<file path="src/rtl/xif_copro_commit_queue.sv">
`default_nettype none
// ============================================================================
// Module      : xif_copro_commit_queue
// Description : In-flight instruction queue for an XIF coprocessor. Entries
//               are accepted speculatively, wait for the core's commit/kill,
//               leave in order once committed and are dropped when killed.
//               Define XIF_COPRO_COMMIT_BYPASS_EN to let a commit of a SPEC
//               head entry present pop_valid_o in the same cycle.
// Revision    : 1.0 - initial release
// ============================================================================
module xif_copro_commit_queue #(
  parameter int DEPTH    = 4,
  parameter int ID_WIDTH = 4,
  parameter int NUM_RS   = 2,
  parameter int XLEN     = 32
) (
  input  logic                       clk_i,
  input  logic                       rst_ni,
  input  logic                       flush_i,
  input  logic                       push_valid_i,
  output logic                       push_ready_o,
  input  logic [ID_WIDTH-1:0]        push_id_i,
  input  logic [31:0]                push_instr_i,
  input  logic [1:0]                 push_mode_i,
  input  logic [NUM_RS*XLEN-1:0]     push_rs_i,
  input  logic                       commit_valid_i,
  input  logic [ID_WIDTH-1:0]        commit_id_i,
  input  logic                       commit_kill_i,
  output logic                       pop_valid_o,
  input  logic                       pop_ready_i,
  output logic [ID_WIDTH-1:0]        pop_id_o,
  output logic [31:0]                pop_instr_o,
  output logic [1:0]                 pop_mode_o,
  output logic [NUM_RS*XLEN-1:0]     pop_rs_o,
  output logic                       killed_valid_o,
  output logic [ID_WIDTH-1:0]        killed_id_o,
  output logic [$clog2(DEPTH+1)-1:0] usage_o,
  output logic                       full_o,
  output logic                       empty_o
);

  localparam int c_PTR_W = (DEPTH > 1) ? $clog2(DEPTH) : 1;
  localparam int c_CNT_W = $clog2(DEPTH + 1);
  localparam logic [c_PTR_W-1:0] c_LAST_PTR  = c_PTR_W'(DEPTH - 1);
  localparam logic [c_CNT_W-1:0] c_DEPTH_CNT = c_CNT_W'(DEPTH);

  typedef enum logic [1:0] {
    ST_FREE      = 2'd0,
    ST_SPEC      = 2'd1,
    ST_COMMITTED = 2'd2,
    ST_KILLED    = 2'd3
  } entry_state_e;

  entry_state_e                r_state     [DEPTH];
  entry_state_e                w_state_nxt [DEPTH];
  entry_state_e                w_push_state;
  logic [ID_WIDTH-1:0]         r_id        [DEPTH];
  logic [31:0]                 r_instr     [DEPTH];
  logic [1:0]                  r_mode      [DEPTH];
  logic [NUM_RS*XLEN-1:0]      r_rs        [DEPTH];
  logic [c_PTR_W-1:0]          r_head;
  logic [c_PTR_W-1:0]          r_tail;
  logic [c_CNT_W-1:0]          r_usage;

  entry_state_e                w_head_state;
  logic [ID_WIDTH-1:0]         w_head_id;
  logic                        w_push_fire;
  logic                        w_pop_fire;
  logic                        w_kill_drop;
  logic                        w_release;
  logic                        w_bypass;

  function automatic logic [c_PTR_W-1:0] f_next_ptr(input logic [c_PTR_W-1:0] ptr);
    return (ptr == c_LAST_PTR) ? '0 : ptr + 1'b1;
  endfunction

  assign w_head_state = r_state[r_head];
  assign w_head_id    = r_id[r_head];

  // Ready comes from the registered count only: no push into a full queue,
  // even if the head leaves in the same cycle.
  assign push_ready_o = (r_usage < c_DEPTH_CNT);
  assign w_push_fire  = push_valid_i & push_ready_o;

`ifdef XIF_COPRO_COMMIT_BYPASS_EN
  // A plain commit hitting the SPEC head is presented immediately.
  assign w_bypass = commit_valid_i & ~commit_kill_i &
                    (w_head_state == ST_SPEC) & (w_head_id == commit_id_i);
`else
  assign w_bypass = 1'b0;
`endif

  assign pop_valid_o    = (w_head_state == ST_COMMITTED) | w_bypass;
  assign w_pop_fire     = pop_valid_o & pop_ready_i;
  // Killed heads drain one per cycle without a consumer handshake.
  assign w_kill_drop    = (w_head_state == ST_KILLED);
  assign w_release      = w_pop_fire | w_kill_drop;
  assign killed_valid_o = w_kill_drop;

  // Data outputs read zero unless the matching valid is up.
  assign pop_id_o    = pop_valid_o ? w_head_id        : '0;
  assign pop_instr_o = pop_valid_o ? r_instr[r_head]  : '0;
  assign pop_mode_o  = pop_valid_o ? r_mode[r_head]   : '0;
  assign pop_rs_o    = pop_valid_o ? r_rs[r_head]     : '0;
  assign killed_id_o = w_kill_drop ? w_head_id        : '0;

  assign usage_o = r_usage;
  assign full_o  = (r_usage == c_DEPTH_CNT);
  assign empty_o = (r_usage == '0);

  // Next state per entry: commit/kill match, then head release, then push write.
  always_comb begin
    w_push_state = ST_SPEC;
    if (commit_valid_i && (commit_id_i == push_id_i)) begin
      w_push_state = commit_kill_i ? ST_KILLED : ST_COMMITTED;
    end
    for (int i = 0; i < DEPTH; i++) begin
      w_state_nxt[i] = r_state[i];
      if (commit_valid_i && (r_state[i] == ST_SPEC) && (r_id[i] == commit_id_i)) begin
        w_state_nxt[i] = commit_kill_i ? ST_KILLED : ST_COMMITTED;
      end
      if (w_release && (c_PTR_W'(i) == r_head)) begin
        w_state_nxt[i] = ST_FREE;
      end
      if (w_push_fire && (c_PTR_W'(i) == r_tail)) begin
        w_state_nxt[i] = w_push_state;
      end
    end
  end

  // Entry state registers; flush clears everything ahead of any other update.
  always_ff @(posedge clk_i or negedge rst_ni) begin
    if (!rst_ni) begin
      for (int i = 0; i < DEPTH; i++) r_state[i] <= ST_FREE;
    end else if (flush_i) begin
      for (int i = 0; i < DEPTH; i++) r_state[i] <= ST_FREE;
    end else begin
      for (int i = 0; i < DEPTH; i++) r_state[i] <= w_state_nxt[i];
    end
  end

  // Payload storage, qualified by entry state so it needs no reset.
  always_ff @(posedge clk_i) begin
    if (w_push_fire && !flush_i) begin
      r_id[r_tail]    <= push_id_i;
      r_instr[r_tail] <= push_instr_i;
      r_mode[r_tail]  <= push_mode_i;
      r_rs[r_tail]    <= push_rs_i;
    end
  end

  // Head/tail pointers and occupancy count.
  always_ff @(posedge clk_i or negedge rst_ni) begin
    if (!rst_ni) begin
      r_head  <= '0;
      r_tail  <= '0;
      r_usage <= '0;
    end else if (flush_i) begin
      r_head  <= '0;
      r_tail  <= '0;
      r_usage <= '0;
    end else begin
      if (w_push_fire) r_tail <= f_next_ptr(r_tail);
      if (w_release)   r_head <= f_next_ptr(r_head);
      if (w_push_fire && !w_release) begin
        r_usage <= r_usage + 1'b1;
      end else if (!w_push_fire && w_release) begin
        r_usage <= r_usage - 1'b1;
      end
    end
  end

endmodule
`default_nettype wire

</file>
<file path="config.mk">
export PLATFORM = sky130hd
export DESIGN_NAME = xif_copro_commit_queue
export DESIGN_NICKNAME = d
export VERILOG_FILES = /design/src/rtl/xif_copro_commit_queue.sv
export SDC_FILE = /design/constraint.sdc
export NUM_CORES = 1
export LEC_CHECK = 0
export CAP_MARGIN = 10
export CORE_MARGIN = 3
export CORE_UTILIZATION = 41
export DETAILED_ROUTE_END_ITERATION = 10
export PLACE_DENSITY = 0.65
export SYNTH_ARGS = -nofsm -noshare
export SYNTH_HDL_FRONTEND = slang
export SYNTH_SLANG_ARGS = --single-unit
</file>
<file path="constraint.sdc">
create_clock -name clk_i -period 17.7 [get_ports clk_i]
set_input_delay 3.54 -clock clk_i [delete_from_list [all_inputs] [get_ports clk_i]]
set_output_delay 3.54 -clock clk_i [all_outputs]
set_load 0.1 [all_outputs]
</file>
==> results.md, run 1 <==
Yosys:
- The synthesized design contains about 410 enable-type register cells.
- In the post-synthesis netlist, the biggest area contributors are edfxtp_1 73%, mux4_2 14%, nor2b_1 4.0%.
- The fraction of the mapped netlist area in adder cells is 0.00720.
- Yosys mapped the design onto 39 distinct sky130hd cell types.
- Of the post-synthesis cell area, the dominant cell type holds 0.734.
- The mapped netlist covers between 15000 and 20000 µm².
- The share of the synthesized area in compound gates (AO/OA/AOI/OAI) was 0.0112.
- The flip-flop cell with the highest count after synthesis is edfxtp_1.
- The main combinational cell family by area after synthesis is multiplexers.
- When the netlist entered floorplanning its net count stood at 922.
- The total of warnings raised by yosys is 0.
- The total of flip-flops plus latches after synthesis is 423.
- Of all flip-flops after synthesis, the portion carrying an async set or reset was 0.0355.
- The mux contribution to synthesized area is 0.143.
- Of the total synthesized cell area, the portion taken by XOR and XNOR cells is 0.0121.
- The cell accounting for the most synthesized area is edfxtp_1.
- The share of synthesized cell area in and, or, nand and nor gates is 0.0543.
- The count of mapped cells out of synthesis is 800.
- The share of the Yosys chip area taken by registers is 0.757.
- A synthesized cell averages 20.9 µm².

Job:
- The total of max-cap violations is 0.

Run status:
- The run finished with clean final reports.

Layout:
- The area growth from synthesis to layout is 24.7%.
- The share of final-layout standard cells stronger than drive strength 1 is 0.170.
- For this run, the share of the core covered by cells in the final layout is 0.520.
- The fill cell instance count of the final layout is around 3.2k.
- At the end of the flow, the number of nets in the layout was 1164.
- The area of combinational cells with multiple inputs is approximately 3800 µm².
- The sequential standard cell area is around 13000 µm².
- The repair_antennas step left the layout with diodes totalling 0.
- After routing the design area is 20800 µm².

Timing:
- For the final routed database, the setup TNS stands at 0 ns.
- In the finished design, the share of the clock period the worst path needs comes to 0.494.
- Setup repair after global routing left no endpoint under its margin.
- The post-route worst hold slack is around 0.61 ns.
- For the pin with the worst max-slew slack, the measured transition is approximately 1.1 ns.
- The number of max-slew violations in the final report is 0.
- Headroom to the max-slew limit came out at 0.251.
- The minimum clock period is just under 9 ns.
- Setup violations remaining at the end of the flow were counted as 0.
- The post-route clock skew is between 0.02 and 0.025 ns.
- Based on the critical path, the design can be clocked at up to about 110 MHz.
- The hold violation total from the final report was 0.

Die:
- The floorplan has 73 rows.
- Measured along the y axis, the die boundary spans 208 µm.
- The x dimension of the die is 208 µm.
- around 230 I/O pins were placed.
- The area of the core region is 40000 µm².
- The initial core utilization is 0.417.
- The die footprint is between 40000 and 50000 µm².

Clock tree:
- The cell at the root of the clock tree is clkbuf_16.
- The hold buffer count at CTS is 0.
- The CTS tree is built.
- The number of clock sinks seen by CTS is 423.
- The clock insertion delay at the later pin of the skew report is ~0.56 ns.
- After clock tree synthesis, the clock-pin slew on the worst setup and hold paths is 0.06 ns.
- Counting the buffers created by CTS gives 43.
- The H-tree generated during clock tree synthesis spans 2 levels.
- The post-CTS resize count is 0.
- The maximum clock insertion buffer count is 3.
- The number of buffers inserted to repair setup after CTS is 0.

Routing:
- In the routed design, unresolved DRC markers number 0.
- Dividing the detail-routed wire length by the instance count gives 21.4 µm.
- The initial detailed-routing violation count is slightly below 500.
- The number of optimization iterations in the first detailed-route pass is 4.
- The sum of routed wire length over all layers is between 30000 and 40000 µm.
- The average vias per placed instance is between 5 and 6.
- For this block, the via count after detailed routing is ~8.2k.
- The number of nets still failing antenna checks after routing is 0.

Placed design:
- Once detailed placement completed, the half-perimeter wirelength came to around 20000 µm.
- The congestion estimate from routability-driven global placement came to 0.784.
- The count of buffers added on input and output ports is roughly 230.
- The post-placement cell area is 19500 µm².

Setup path:
- Of all nets on the critical path, the largest fanout is 73.
- Data on the critical path is required at its endpoint by about 14 ns.
- The sort of element at the start of the critical path is a register.
- Data arrives at the worst endpoint at 5.21 ns.
- The startpoint-to-endpoint class of the critical path is reg -> out.
- STA classifies the critical path endpoint as a primary output.

Power and ir drop:
- The leakage power summed over all cells is about 0.0065 µW.
- The power density over the cells is 102 nW/µm².
- The largest voltage drop on the vdd net is around 0.000083 V.
- The design draws between 2000 and 2500 µW.

Hold path:
- The worst min-delay path class is reg -> reg.

GRT:
- Global routing finished with a remaining overflow of 0.
- The first global-routing pass estimated about 53000 µm of wire.
- The number of global-route vias before repair came to 8699.
- For this run, the total global-route usage over all layers was measured as 0.159.
- The largest net degree at the start of global routing is 74.
- The number of antenna violations at the first check in global routing came to 5.
-- kinds of logic after synthesis --
kind of cell,count (synthesis)
xor+xnor,23
fa+ha+maj,9
simple gates,158
flops,423
compound gates,24
buf+inv,54
mux,109
-- final cells by class --
class,instances,area share
Timing Repair Buffer,241,0.114
Sequential cell,423,0.607
Clock inverter,16,0.00547
Multi-Input combinational cell,323,0.184
Inverter,10,0.00180
Tap cell,525,0.0316
Clock buffer,58,0.0554
-- power breakdown --
group          internal, µW  total (µW)  switching [µW]  leakage (µW)
clock network           470         825             354      0.000617
registers              1130        1140            9.34       0.00390
logic                  58.6         145            86.6       0.00198
total                  1660        2110             450       0.00650
-- layout by cell type (no fill, tap or decap), types with 7 or more instances in the layout --
| cell type | instances |
|---|---|
| mux4_2 | 103 |
| nor2b_1 | 107 |
| nor3_1 | 7 |
| clkbuf_1 | 14 |
| xor2_1 | 14 |
| nand2_1 | 12 |
| xnor2_1 | 9 |
| buf_4 | 15 |
| clkbuf_16 | 44 |
| inv_1 | 10 |
| clkinv_1 | 8 |
| ha_1 | 8 |
| dfrtp_1 | 13 |
| edfxtp_1 | 408 |
| nor2_1 | 11 |
| clkdlybuf4s50_1 | 226 |
-- sequential cells by signal, summed over array words and instances (netlist names) --
signal and flops:
r_tail 2, r_head 2, r_mode 8, r_state 8
usage_o 3, r_rs 256, r_id 16, r_instr 128
-- cell usage after synthesis (3+ instances only) --
| master | count |
|---|---|
| o2bb2ai_1 | 3 |
| xnor2_1 | 9 |
| nor2b_1 | 107 |
| xor2_1 | 14 |
| a21oi_1 | 6 |
| buf_2 | 15 |
| ha_1 | 8 |
| o31ai_1 | 3 |
| clkbuf_1 | 15 |
| inv_1 | 10 |
| mux4_2 | 103 |
| buf_1 | 5 |
| nand4_1 | 3 |
| a41o_1 | 3 |
| nand3_1 | 5 |
| nand2_1 | 12 |
| nor3_1 | 7 |
| and3_1 | 4 |
| mux2_2 | 3 |
| dfrtp_1 | 15 |
| nor2_1 | 15 |
| buf_4 | 8 |
| edfxtp_1 | 408 |
| mux2i_1 | 3 |
-- stage by stage --
step / setup WS (ns) / instances
after floorplan: 8.77 / 800
after global placement: 9.44 / 1522
after detailed placement: 9.39 / 1522
after CTS: 8.73 / 1596
after global routing: 8.57 / 1596
final: 8.95 / 1596
-- worst max-delay path, stage by stage, from the launching register on --
cell             delay [ns]
dfrtp_4                0.73
buf_4                  0.63
mux2_2                 0.31
nor2_1                 0.08
o21ai_4                0.90
buf_4                  0.69
nor2b_1                0.13
clkdlybuf4s50_1        1.00
-- per-layer routing --
layer,vias up,GRT usage,routed length (µm)
met5,-,0,66
met4,10,0.0381,574
met3,57,0.0493,2600
met2,255,0.247,16000
met1,4225,0.223,14900
li1,3685,-,-
-- worst paths after layout --
check,endpoint,cells past startpoint,slack (ns),from
max in group asynchronous,r_head[0],1,13.70,rst_ni
max reg2reg,r_rs[3][18],5,14.13,usage_o[2]
min,usage_o[2],2,0.61,usage_o[2]
max,pop_instr_o[7],7,8.95,r_head[1]
min in group asynchronous,usage_o[1],1,3.43,rst_ni
min reg2reg,usage_o[2],2,0.61,usage_o[2]
Power figures use the tool's default switching activity.
==> inputs of run 2 (changes only) <==
--- a/config.mk
+++ b/config.mk
@@ -9,7 +9,7 @@
 export CORE_MARGIN = 3
 export CORE_UTILIZATION = 41
 export DETAILED_ROUTE_END_ITERATION = 10
-export PLACE_DENSITY = 0.65
+export PLACE_DENSITY = 0.67
 export SYNTH_ARGS = -nofsm -noshare
 export SYNTH_HDL_FRONTEND = slang
 export SYNTH_SLANG_ARGS = --single-unit
==> constraint.sdc (replaced) <==
create_clock -name clk_i -period 7.05 [get_ports clk_i]
set_input_delay 1.41 -clock clk_i [delete_from_list [all_inputs] [get_ports clk_i]]
set_output_delay 1.41 -clock clk_i [all_outputs]
set_load 0.1 [all_outputs]
==> results.md, run 2 (synthesis gave the netlist of run 1 again) <==
Run status:
- The run finished with clean final reports.

Die:
- The x dimension of the die came to 208 µm (unchanged).
- The area of the core region came to 40000 µm² (unchanged).
- The vertical die dimension came to 208 µm (unchanged).
- The number of ports placed on the die boundary was 227 (unchanged).
- The initial core utilization came to 0.417 (unchanged).
- The standard-cell row count is 73 (unchanged).
- The die footprint was 43100 µm² (unchanged).

Layout:
- The cell area after layout is 21000 µm² (+0.91%).
- The flip-flop count of the largest register, all copies and words added came to 256 (unchanged).
- The number of diodes was 0 (unchanged).
- In the final layout, the registers with the most flip-flops are r_rs x256, r_instr x128, r_id x16.
- The sequential standard cell area is 12600 µm² (unchanged).
- The number of nets at the end of the flow is 1165 (+0.086%).
- The area of combinational cells with multiple inputs is 3840 µm² (unchanged).
- In the layout the commonest cells are 408 x edfxtp_1, 226 x clkdlybuf4s50_1, 107 x nor2b_1, 103 x mux4_2, 47 x clkbuf_16.
- The library cell used most frequently in the layout, excluding fill and tap cells, is edfxtp_1.
- The fill cell instance count of the final layout is 3216 (+0.53%).
- The share of final-layout standard cells stronger than drive strength 1 is 0.177 (+0.00681).
- More flip-flops sit in one register than any other, and that register is r_rs.
- The area growth from synthesis to layout is 25.9%.

Routing:
- The number of vias in the routed layout is 8295 (+0.77%).
- The number of optimization iterations in the first detailed-route pass was 4 (unchanged).
- The remaining design rule violation count is 0 (unchanged).
- The average vias per placed instance came to 5.18 (+0.51%).
- The number of nets still failing antenna checks after routing is 0 (unchanged).
- The average wire per cell in the routed design is 21.4 µm (about the same).
- The sum of routed wire length over all layers is 34300 µm (+0.25%).
- The initial detailed-routing violation count came to 470 (-5.2%).

Setup path:
- The maximum cell stage delay along the critical path is 1.01 ns (about the same).
- The critical register-to-register path endpoint is r_rs[0][9].
- The endpoint kind of the worst setup timing path is a primary output.
- The signal on the critical path passes through mux4_2 > o21ai_4 > buf_4 > nor2b_1 > clkdlybuf4s50_1.
- The startpoint-to-endpoint class of the critical path is reg -> out.
- The critical path arrival is 3.71 ns (-1.50 ns).
- The startpoint of the lowest-slack register-to-register path is usage_o[2].
- The worst reg-to-reg path cell count is 4 (-1).
- The data required time at the worst endpoint is 5.64 ns (-8.52 ns).
- The worst-case register-to-register setup slack was 4.21 ns (-9.92 ns).
- The worst setup path is launched from a register.
- Among all stages on the critical path, the largest delay is contributed by clkdlybuf4s50_1.
- The largest driver fanout on the critical path is 67 (-8.2%).

Clock tree:
- The number of CTS-inserted buffers is 45 (+4.7%).
- The hold buffer count at CTS is 0 (unchanged).
- The clock-pin slew reported for the worst setup and hold paths after clock tree synthesis came to 0.06 ns (about the same).
- The tree is rooted in a clkbuf_16.
- The deepest level of the CTS H-tree came to 2 (unchanged).
- The post-CTS resize count is 0 (unchanged).
- The clock insertion delay at the later pin of the skew report is 0.56 ns (about the same).
- The number of clock sinks seen by CTS is 423 (unchanged).
- The number of buffers inserted to repair setup after CTS is 0 (unchanged).
- TritonCTS built the clock tree.
- The maximum clock insertion buffer count is 3 (unchanged).

Timing:
- The post-route clock skew is 0.0169 ns (-0.00386 ns).
- The maximum achievable frequency is slightly below 200 MHz.
- Dividing the final minimum period by the clock period gives 0.727.
- The minimum clock period is around 5.1 ns.
- The worst-margin pin slew is 0.995 ns (-0.124 ns).
- The worst slew margin relative to its limit is 0.335 (+0.0833).
- The number of max-slew violations in the final report is 0 (unchanged).
- Setup repair after global routing left no endpoint under its margin.
- The hold violation total from the final report is 0 (unchanged).
- The setup TNS is 0 ns (unchanged).
- The final worst setup slack came to 1.93 ns (-7.02 ns).
- The final count of negative-setup-slack endpoints is 0 (unchanged).

Hold path:
- The path with the worst hold slack has its endpoint at usage_o[2].
- The source of the worst hold timing path is usage_o[2].
- The depth of the worst hold-timing path is 2 (unchanged).
- In this run the worst hold path is classified as reg -> reg.

Job:
- The total of max-cap violations came to 0 (unchanged).

Placed design:
- The count of buffers inserted at the top-level ports is 226 (unchanged).
- The half-perimeter wire length after detailed placement is 20200 µm (-0.31%).
- The worst setup slack after placement was 2.45 ns (-6.94 ns).
- The post-placement cell area came to 19600 µm² (+0.28%).
- The weighted congestion reported at the end of routability-driven placement was 0.760 (-3.1%).

GRT:
- The wire length of the first global-routing pass was 52900 µm (+0.51%).
- The total congestion overflow is 0 (unchanged).
- The global routing usage summed across all routing layers is 0.158 (-0.000758).
- The number of global-route vias before repair was 8770 (+0.82%).
- The largest net degree at the start of global routing was 103 (+39%).
- The number of antenna violations at the first check in global routing was 3 (-2).

Power and ir drop:
- The power density over the cells is 261 nW/µm² (+160%).
- The leakage power summed over all cells was 0.00658 µW (+1.2%).
- The largest voltage drop on the vdd net is 0.000184 V (+120%).
## run 2: cell count changes in the layout (fill, tap and decap cells not counted), sizes merged
cell,change
clkinvlp,+1
bufinv,+2
buf,-1
clkinv,+2
clkbuf,-1
inv,+1
## run 2: stage by stage
stage / hold WS [ns] / total power [µW] / utilization / instances
after floorplan: 0.548 / 3140 / - / 800
after global placement: 0.588 / 3280 / 0.490 / 1521
after detailed placement: 0.596 / 3290 / 0.490 / 1521
after CTS: 0.603 / 5560 / 0.525 / 1600
after global routing: 0.637 / 5670 / 0.525 / 1600
final: 0.604 / 5480 / 0.525 / 1600
## run 2: where the power goes
group	internal, µW	switching, µW
Clock	1320	915
Combinational	149	218
Sequential	2850	22.6
## run 2: layout make-up
| type | count | area share |
|---|---|---|
| clock inverter | 22 | 0.00900 |
| clock buffer | 57 | 0.0578 |
| tap | 525 | 0.0313 |
| timing repair buffer | 240 | 0.116 |
| sequential | 423 | 0.602 |
| inverter | 10 | 0.00179 |
| multi-input combinational | 323 | 0.183 |
## run 2: how the worst max path moves through the flow
stage	startpoint	end
2_1_floorplan	push_valid_i	r_id[0][0]
3_3_place_gp	r_head[0]	pop_rs_o[18]
3_5_place_dp	r_head[0]	pop_rs_o[8]
4_1_cts	r_head[0]	pop_rs_o[23]
5_1_grt	r_head[0]	pop_rs_o[23]
6_report	r_head[0]	pop_rs_o[23]
## run 2: routing by layer
layer	routed length, µm	vias to the layer above	global-route usage
li1	-	3685	-
met1	14800	4289	0.220
met2	16500	261	0.252
met3	2490	54	0.0470
met4	552	6	0.0337
met5	41	-	0
## run 2: worst max-delay path, delay by kind of cell, from the launching register on
| kind | cells | cell delay, ns |
|---|---|---|
| muxes | 1 | 0.65 |
| buffers and inverters | 2 | 1.55 |
| AOI/OAI and AO/OA | 1 | 0.10 |
| DFF | 1 | 0.65 |
| and+or+nand+nor | 1 | 0.12 |
==> inputs of run 3 (changes only) <==
==> constraint.sdc (replaced) <==
create_clock -name clk_i -period 4.4 [get_ports clk_i]
set_input_delay 0.88 -clock clk_i [delete_from_list [all_inputs] [get_ports clk_i]]
set_output_delay 0.88 -clock clk_i [all_outputs]
set_load 0.1 [all_outputs]
==> results.md, run 3 (synthesis gave the netlist of run 1 again) <==
Routing:
- The number of optimization iterations in the first detailed-route pass is 4 (unchanged).
- The sum of routed wire length over all layers came to 33400 µm (-2.7%).
- The remaining design rule violation count came to 0 (unchanged).
- The number of vias in the routed layout is 8245 (-0.60%).
- The initial detailed-routing violation count is 363 (-23%).
- The average wire per cell in the routed design is 20.9 µm (-2.7%).
- The average vias per placed instance is 5.15 (-0.60%).
- The number of nets still failing antenna checks after routing was 0 (unchanged).

Power and ir drop:
- The power density over the cells is 415 nW/µm² (+59%).
- The leakage power summed over all cells is 0.00677 µW (+3.0%).
- The largest voltage drop on the vdd net is 0.000306 V (+66%).

Setup path:
- The maximum cell stage delay along the critical path is 0.44 ns (-0.57 ns).
- The startpoint of the lowest-slack register-to-register path is usage_o[2].
- The data required time at the worst endpoint was 3.52 ns (-2.12 ns).
- The cell with the biggest individual delay on the critical path is dfrtp_4.
- The cell repeated most along the worst path is buf_4.
- STA classifies the critical path startpoint as a register.
- The worst-case register-to-register setup slack is 1.88 ns (-2.33 ns).
- The buffers plus inverters on the worst setup path is 4 (+2).
- The critical register-to-register path endpoint is r_rs[3][4].
- The critical path goes through buf_4 > inv_1 > nor2_1 > o21ai_4 > buf_4 > nor2b_1 > buf_4.
- The worst reg-to-reg path cell count is 4 (unchanged).
- The largest driver fanout on the critical path is 57 (-15%).
- The critical path is of the reg -> out type.
- The critical path arrival is 2.87 ns (-0.84 ns).
- On the critical path the largest part of the delay comes from buffers and inverters.
- The worst setup path is captured at a primary output.

Placed design:
- The half-perimeter wire length after detailed placement is 19400 µm (-3.9%).
- The count of buffers inserted at the top-level ports is 226 (unchanged).
- The weighted congestion reported at the end of routability-driven placement is 0.764 (+0.53%).

Timing:
- The number of max-slew violations in the final report is 0 (unchanged).
- The maximum achievable frequency is roughly 270 MHz.
- The worst-margin pin slew came to 0.979 ns (-0.0159 ns).
- The post-route clock skew is 0.00869 ns (-0.00825 ns).
- Setup repair after global routing left no endpoint under its margin.
- The hold violation total from the final report was 0 (unchanged).
- Of the available clock period, the critical path in the final layout requires 0.852.
- The post-route worst hold slack is 0.615 ns (+0.0110 ns).
- The minimum clock period is 3.75 ns.
- The worst slew margin relative to its limit came to 0.345 (+0.0107).
- The setup TNS was 0 ns (unchanged).
- The final count of negative-setup-slack endpoints was 0 (unchanged).

GRT:
- The met3 track utilization from global routing is 0.0449 (-0.00212).
- The largest net degree at the start of global routing came to 106 (+2.9%).
- The total congestion overflow is 0 (unchanged).
- The wire length of the first global-routing pass came to 52300 µm (-1.1%).
- The met1 routing resource usage after global routing is 0.208 (-0.0123).
- The layer with the highest usage is met2.
- The number of global-route vias before repair came to 8745 (-0.29%).
- The met2 layer usage reported by global route is 0.249 (-0.00239).
- The number of antenna violations at the first check in global routing is 3 (unchanged).
- The global routing usage summed across all routing layers is 0.155 (-0.00302).

Clock tree:
- The maximum clock insertion buffer count is 3 (unchanged).
- The number of buffers inserted to repair setup after CTS is 0 (unchanged).
- The number of clock sinks seen by CTS is 423 (unchanged).
- The number of CTS-inserted buffers is 44 (-2.2%).
- The deepest level of the CTS H-tree is 2 (unchanged).
- The clock-pin slew reported for the worst setup and hold paths after clock tree synthesis is 0.06 ns (about the same).
- The clock insertion delay at the later pin of the skew report was 0.56 ns (about the same).
- The root buffer cell chosen for the clock tree is clkbuf_16.
- The CTS tree is built.
- The hold buffer count at CTS is 0 (unchanged).
- The post-CTS resize count is 0 (unchanged).

Job:
- The total of max-cap violations was 0 (unchanged).

Layout:
- In the layout the commonest cells are 408 x edfxtp_1, 118 x clkdlybuf4s50_1, 117 x buf_4, 107 x nor2b_1, 103 x mux4_2.
- The library cell used most frequently in the layout, excluding fill and tap cells, is edfxtp_1.
- The largest registers in the layout are r_rs x256, r_instr x128, r_id x16.
- More flip-flops sit in one register than any other, and that register is r_rs.
- The flip-flop count of the largest register, all copies and words added was 256 (unchanged).
- The share of final-layout standard cells stronger than drive strength 1 is 0.277 (+0.0998).
- Compared with the post-synthesis result, the final layout area differs by 23.9%.
- The area of combinational cells with multiple inputs came to 3840 µm² (+0.13%).
- The number of nets at the end of the flow is 1165 (unchanged).
- The sequential standard cell area is 12600 µm² (unchanged).
- The fill cell instance count of the final layout was 3187 (-0.90%).

Die:
- The standard-cell row count is 73 (unchanged).
- The area of the core region is 40000 µm² (unchanged).
- The x dimension of the die is 208 µm (unchanged).
- The vertical die dimension is 208 µm (unchanged).
- The initial core utilization is 0.417 (unchanged).
- The number of ports placed on the die boundary is 227 (unchanged).
- The die footprint is 43100 µm² (unchanged).

Hold path:
- The worst hold path endpoint is r_tail[0].
- The depth of the worst hold-timing path is 2 (unchanged).
- The source of the worst hold timing path is r_tail[0].
- The worst min-delay path class is reg -> reg.

Run status:
- The run finished with clean final reports.
## run 3: cell count changes in the layout (fill, tap and decap cells not counted), moves of 2 or more
cell / delta
clkdlybuf4s50_1: -108
bufinv_16: -2
clkinv_2: +2
buf_4: +108
clkinv_1: +3
inv_6: -2
clkbuf_1: -2
## run 3: worst max path at each step
| stage | from | to | slack, ns | cells past startpoint |
|---|---|---|---|---|
| after floorplan | usage_o[2] | full_o | 0.45 | 2 |
| after global placement | push_valid_i | r_rs[3][15] | 0.92 | 5 |
| after detailed placement | push_valid_i | r_rs[3][15] | 0.91 | 5 |
| after CTS | r_head[0] | pop_instr_o[5] | 0.57 | 7 |
| after global routing | r_head[0] | pop_instr_o[5] | 0.42 | 7 |
| final | r_head[0] | pop_instr_o[5] | 0.65 | 7 |
## run 3: worst register-to-register path: cells and delay by family, from the launching register on
kind                   cells  cell delay, ns
buffers and inverters      1            0.60
flip-flops                 1            0.43
AND/OR/NAND/NOR            3            1.06
## run 3: cell type report
cell class	instances	area share
diodes	1	0.000121
inverters	10	0.00182
repair buffers	241	0.105
clock inverters	23	0.00678
flip-flops and latches	423	0.611
well taps	525	0.0318
clock buffers	54	0.0571
multi-input cells	323	0.186
## run 3: report_power, final
part	internal (µW)	switching, µW
combinational	237	343
sequential	4560	34.4
clock	1960	1450
## run 3: stage by stage
stage	setup WS, ns	std cells	power (µW)	area (µm²)	util
floorplan	0.453	800	5010	16700	-
global placement	0.918	1522	5250	19400	0.484
detailed placement	0.905	1522	5270	19400	0.484
CTS	0.574	1599	8690	20700	0.517
global route	0.419	1600	8890	20700	0.517
finish	0.651	1600	8580	20700	0.517
## run 3: layer usage
metal	share of wire	vias up
met2	0.48	246
met4	0.023	4
met1	0.42	4249
li1	-	3690
met3	0.074	56
met5	0.00084	-
